===== src/rtl/conv1_buf_8b.sv =====
// ---------------------------------------------------------------------------
// conv1_buf_8b
//
// Sliding 3x3 window generator for the first convolution layer. Pixels
// arrive in raster order, one per valid_in cycle. A shift buffer two image
// rows plus three bytes long keeps enough history to present a full 3x3
// neighbourhood whenever the incoming pixel completes one. Windows that
// would straddle a row wrap are suppressed, and so are windows in the first
// two rows. The counters wrap at the end of the frame, so consecutive frames
// can stream with no gap and never share a window.
//
// Ports
//   clk            : single clock, rising edge
//   rst_n          : asynchronous active-low reset
//   valid_in       : pixel_in carries a pixel this cycle (no back-pressure)
//   pixel_in[7:0]  : unsigned pixel, row-major, top-left first
//   pixel_0..8     : registered 3x3 window, row-major (0 = top-left)
//   valid_out_buf  : window outputs valid this cycle (one cycle per window)
//   frame_done     : pulses with the bottom-right window of each frame
// ---------------------------------------------------------------------------
module conv1_buf_8b #(
    parameter int IMG_W       = 28,
    parameter int IMG_H       = 28,
    parameter int KERNEL_SIZE = 3    // only 3 is supported
) (
    input  logic       clk,
    input  logic       rst_n,
    input  logic       valid_in,
    input  logic [7:0] pixel_in,
    output logic [7:0] pixel_0,
    output logic [7:0] pixel_1,
    output logic [7:0] pixel_2,
    output logic [7:0] pixel_3,
    output logic [7:0] pixel_4,
    output logic [7:0] pixel_5,
    output logic [7:0] pixel_6,
    output logic [7:0] pixel_7,
    output logic [7:0] pixel_8,
    output logic       valid_out_buf,
    output logic       frame_done
);

    localparam int NTAPS   = KERNEL_SIZE * KERNEL_SIZE;
    localparam int BUF_LEN = (KERNEL_SIZE - 1) * IMG_W + KERNEL_SIZE;
    localparam int CW      = (IMG_W > 1) ? $clog2(IMG_W) : 1;
    localparam int RW      = (IMG_H > 1) ? $clog2(IMG_H) : 1;

    localparam logic [CW-1:0] COL_LAST  = CW'(IMG_W - 1);
    localparam logic [RW-1:0] ROW_LAST  = RW'(IMG_H - 1);
    localparam logic [CW-1:0] COL_FIRST = CW'(KERNEL_SIZE - 1);
    localparam logic [RW-1:0] ROW_FIRST = RW'(KERNEL_SIZE - 1);

    // r_buf[0] holds the previously accepted pixel; r_buf[d-1] holds the
    // pixel accepted d cycles (of valid_in) before the current one.
    logic [7:0]    r_buf [BUF_LEN];
    logic [CW-1:0] r_col_cnt;
    logic [RW-1:0] r_row_cnt;
    logic [7:0]    r_win [NTAPS];
    logic          r_valid;
    logic          r_frame_done;

    logic [7:0]    w_tap [NTAPS];
    logic          w_col_last;
    logic          w_row_last;
    logic          w_win_event;

    assign w_col_last  = (r_col_cnt == COL_LAST);
    assign w_row_last  = (r_row_cnt == ROW_LAST);
    assign w_win_event = valid_in && (r_row_cnt >= ROW_FIRST) && (r_col_cnt >= COL_FIRST);

    // Tap k sits (K-1-k/K) rows and (K-1-k%K) columns behind the incoming
    // pixel, i.e. that many raster positions back. The bottom-right tap is
    // the incoming pixel itself, so the window is complete on the event edge.
    for (genvar k = 0; k < NTAPS; k++) begin : g_tap
        localparam int DIST = (KERNEL_SIZE - 1 - k / KERNEL_SIZE) * IMG_W
                            + (KERNEL_SIZE - 1 - k % KERNEL_SIZE);
        if (DIST == 0) begin : g_live
            assign w_tap[k] = pixel_in;
        end else begin : g_hist
            assign w_tap[k] = r_buf[DIST-1];
        end
    end

    // NOTE: the line buffer is reset along with everything else so that a
    // frame started after reset can never expose stale bytes; this costs a
    // reset net on every flop, which is acceptable at this size.
    always_ff @(posedge clk or negedge rst_n) begin
        if (!rst_n) begin
            for (int i = 0; i < BUF_LEN; i++) begin
                r_buf[i] <= '0;
            end
        end else if (valid_in) begin
            // NOTE: non-blocking assignments make every element read its
            // neighbour's pre-edge value, so the loop order is irrelevant.
            r_buf[0] <= pixel_in;
            for (int i = 1; i < BUF_LEN; i++) begin
                r_buf[i] <= r_buf[i-1];
            end
        end
    end

    // Raster position of the pixel being accepted this cycle.
    always_ff @(posedge clk or negedge rst_n) begin
        if (!rst_n) begin
            r_col_cnt <= '0;
            r_row_cnt <= '0;
        end else if (valid_in) begin
            if (w_col_last) begin
                r_col_cnt <= '0;
                r_row_cnt <= w_row_last ? '0 : r_row_cnt + 1'b1;
            end else begin
                r_col_cnt <= r_col_cnt + 1'b1;
            end
        end
    end

    // Window outputs only load on an event and otherwise hold; the valid and
    // frame_done flags are recomputed every cycle so they pulse exactly once.
    always_ff @(posedge clk or negedge rst_n) begin
        if (!rst_n) begin
            for (int k = 0; k < NTAPS; k++) begin
                r_win[k] <= '0;
            end
            r_valid      <= 1'b0;
            r_frame_done <= 1'b0;
        end else begin
            r_valid      <= w_win_event;
            r_frame_done <= w_win_event && w_col_last && w_row_last;
            if (w_win_event) begin
                for (int k = 0; k < NTAPS; k++) begin
                    r_win[k] <= w_tap[k];
                end
            end
        end
    end

    assign pixel_0       = r_win[0];
    assign pixel_1       = r_win[1];
    assign pixel_2       = r_win[2];
    assign pixel_3       = r_win[3];
    assign pixel_4       = r_win[4];
    assign pixel_5       = r_win[5];
    assign pixel_6       = r_win[6];
    assign pixel_7       = r_win[7];
    assign pixel_8       = r_win[8];
    assign valid_out_buf = r_valid;
    assign frame_done    = r_frame_done;

endmodule


===== config.mk =====
export PLATFORM = sky130hd
export DESIGN_NAME = conv1_buf_8b
export DESIGN_NICKNAME = d
export VERILOG_FILES = /design/src/rtl/conv1_buf_8b.sv
export SDC_FILE = /design/constraint.sdc
export NUM_CORES = 1
export LEC_CHECK = 0
export CORE_MARGIN = 10
export CORE_UTILIZATION = 30
export DETAILED_ROUTE_END_ITERATION = 10
export DONT_BUFFER_PORTS = 1
export SLEW_MARGIN = 10
export SYNTH_ARGS = -nofsm -noshare
export SYNTH_HDL_FRONTEND = slang
export SYNTH_SLANG_ARGS = --single-unit
export TNS_END_PERCENT = 50

===== constraint.sdc =====
create_clock -name clk -period 1.9 [get_ports clk]
set_input_delay 0.475 -clock clk [delete_from_list [all_inputs] [get_ports clk]]
set_output_delay 0.475 -clock clk [all_outputs]
set_load 0.05 [all_outputs]

==> results.cfg <==
[routing]
wl_per_cell_um = 16.49
antenna_left = 0
viasPerCell = 4.787
dr.pass1.iters = 6
wl_mm = 41.59
drcViolationCount = 0
drt-initial-drc-count = 794
num_vias = 12070

[clock_network]
postCtsHoldBufs = 8
cts_root_buf = clkbuf_16
path_clk_slew_ns = 0.07
cts_buffers = 55
clock_path_buffers = 3
clock-sinks = 548
insertion_delay_ns = 0.61
htree_num_levels = 2
cts_tree = built
cts_setup_buffers = 0

[floorplan]
num_rows = 100
die_width_um = 294.2
io_pins = 85
core_area_sq_um = 74450
die_h_um = 294.2
die_area_sq_um = 86550
initial_core_util_pct = 30.30

[sta]
fin_crit_sh_pct = 96.81
final_hold_viol_count = 548
clock_skew_ns = 0.03273
setup_viol = 0
tightest_slew_ns = 1.471
period_minus_slack_ns = 1.839
fmax_ghz = 0.5437
rsz0062_at_grt = no
max_slew_margin_pct = 1.934
slew_violations = 0
whs_ns = -0.3698
worst_slack_ns = 0.06068

[critical_path]
worst-r2r-cell-count = 6
regToRegSetupSlack_ns = 0.07
r2r_start = r_row_cnt[0]$_DFFE_PN0P_
r2r-end = pixel_0[2]$_DFFE_PN0P_
worst_setup_path_start_kind = flip-flop
crit_type = reg -> out
required_ns = 1.42
cp_max_fo = 4
cp.arrival_ns = 1.36
endpoint_kind = primary output

[pwr]
p_total_mw = 36.75
peakVddDrop_v = 0.0007748
p_leak_nw = 11.72
p_per_area_nw_per_um2 = 1448

[cells_and_area]
diodes = 0
nets = 1526
area_growth_pct = 12.55
layout-drive-gt1-share_pct = 12.36

[synthesis]
synth_ff_type = dfrtp_1
synth_compound_area_share_pct = 7.605
synthSimpleGateAreaFrac_pct = 5.242
postSynthCellCount = 1540
async_flop_share_pct = 100.0
synth_top_family_by_area = multiplexers
ys_ff_latch = 548
yosys.area.top_type = dfrtp_1
synth_edf_count = 0
synthAdderAreaFrac_pct = 0.2219
synth_area_leaders = dfrtp_1, mux2_1, o211ai_2, nand3b_1, nor2b_1
yosysTopAreaCellShare_pct = 60.80
synth.distinct_cells = 38
synth.mux.area_fraction_pct = 23.35
ys.warnings.count = 0
avgSynthCellArea_sq_um = 14.65
synth-seq-area-share_pct = 60.80
synthXorXnorAreaFrac_pct = 0.03883
netlist_area_sq_um = 22560
syn_nets = 1555

[global_routing]
grt-ovfl-total = 0
grt_max_degree = 549
grt_pass1_wl_mm = 69.27
grt_pass1_vias = 12630
antenna_found_initial = 1
gr-usage-all-layers_pct = 9.633

[place]
dp_hpwl_mm = 22.32
io_buffers = 0
gp_congestion = 0.7448
dp_slack_ns = -0.03107

[run_status]
violations = negative hold slack
status = finished with violations

[worst_hold_path]
hp-class = in -> async

[run]
cap_viol_max_count = 0
## worst max-delay path by stage
stage | startpoint | end | slack [ns] | cells after the start
6_report | pixel_2[6]$_DFFE_PN0P_ | pixel_2[6] | 0.06 | 0
5_1_grt | pixel_4[4]$_DFFE_PN0P_ | pixel_4[4] | 0.009 | 0
4_1_cts | r_row_cnt[0]$_DFFE_PN0P_ | pixel_0[4]$_DFFE_PN0P_ | 0.003 | 6
3_5_place_dp | r_row_cnt[0]$_DFFE_PN0P_ | pixel_0[2]$_DFFE_PN0P_ | -0.03 | 6
3_3_place_gp | r_row_cnt[0]$_DFFE_PN0P_ | pixel_0[0]$_DFFE_PN0P_ | -0.01 | 6
2_1_floorplan | r_row_cnt[1]$_DFFE_PN0P_ | pixel_0[7]$_DFFE_PN0P_ | 0.06 | 6
## cell usage in the layout (no fill, tap or decap), drive strengths merged, types with 2 or more instances in the layout
cell,count
clkinv,15
nor2b,76
nand3,4
dlygate4sd3,8
o21ai,75
nand2,2
and3,2
mux2,466
bufinv,4
nand2b,2
clkbuf,78
ha,4
nand3b,72
dfrtp,548
a31oi,72
mux2i,2
inv,6
buf,21
nor4,2
nor2,5
a21oi,3
o211ai,73
## kinds of logic (layout without fill, tap and decap cells)
family / count (synthesis) / in the layout
adder cells (fa/ha/maj): 4 / 4
flip-flops: 548 / 548
AO/OA/AOI/OAI: 226 / 226
XOR/XNOR: 1 / 1
buffers and inverters: 120 / 133
multiplexers: 468 / 468
AND/OR/NAND/NOR: 173 / 173
## cells in the mapped netlist, types with 2 or more instances
library cell,n
dfrtp_1,548
mux2_1,466
nor2b_1,76
o21ai_0,73
a31oi_1,72
nand3b_1,72
o211ai_2,60
clkbuf_1,56
buf_2,50
o211ai_1,13
buf_12,6
inv_1,5
nor2_1,5
ha_1,4
nand3_1,4
a21oi_1,3
and3_1,2
buf_1,2
mux2i_1,2
nand2_1,2
nand2b_1,2
## where the power goes
| group | leakage (nW) | switching, mW | internal (mW) |
|---|---|---|---|
| combinational | 3.72 | 3.46 | 3.27 |
| clock | 0.901 | 4.56 | 6.31 |
| sequential | 7.10 | 4.61 | 14.5 |
| total | 11.7 | 12.6 | 24.1 |
## timing repair
item | 4_1_cts | 5_1_grt
endpoints found under the setup margin | 22 | 64
pin swaps | 4 | 6
hold endpoints to repair | 556 | 548
resized for setup | 14 | 21
## cell type report
cell class | count | area [sq um]
clock buffer | 78 | 1573
clock inverter | 21 | 247.7
fill | 7179 | 49060
inverter | 5 | 18.77
multi-input combinational | 872 | 8253
sequential | 548 | 13730
tap | 969 | 1212
timing repair buffer | 29 | 350.3
## per-layer routing
metal  wire length (um)  vias to the layer above  GRT usage (%)
li1                   -                     5500              -
met1              18820                     6296          12.40
met2              18590                      214          15.04
met3               3377                       62          3.363
met4                803                        0          2.937
met5                  0                        -              0
## metrics by stage
stage / hold WS (ns) / TNS (ns) / cell area [sq um] / util (%) / std cells
after floorplan: 0.1794 / 0 / 22560 / - / 1540
after global placement: 0.2508 / -0.06824 / 23460 / 31.52 / 2415
after detailed placement: 0.2468 / -0.1896 / 23460 / 31.52 / 2415
after CTS: -0.4238 / 0 / 25380 / 34.09 / 2522
after global routing: -0.4166 / 0 / 25390 / 34.10 / 2522
final: -0.3698 / 0 / 25390 / 34.10 / 2522
## state kept, by name, indices dropped and copies added (netlist names)
register,flops
pixel_2,8
r_row_cnt,5
valid_out_buf,1
r_col_cnt,5
pixel_5,8
frame_done,1
pixel_7,8
pixel_6,8
r_buf,464
pixel_4,8
pixel_1,8
pixel_3,8
pixel_0,8
pixel_8,8
Note: power is estimated with default switching activity, not from simulation.
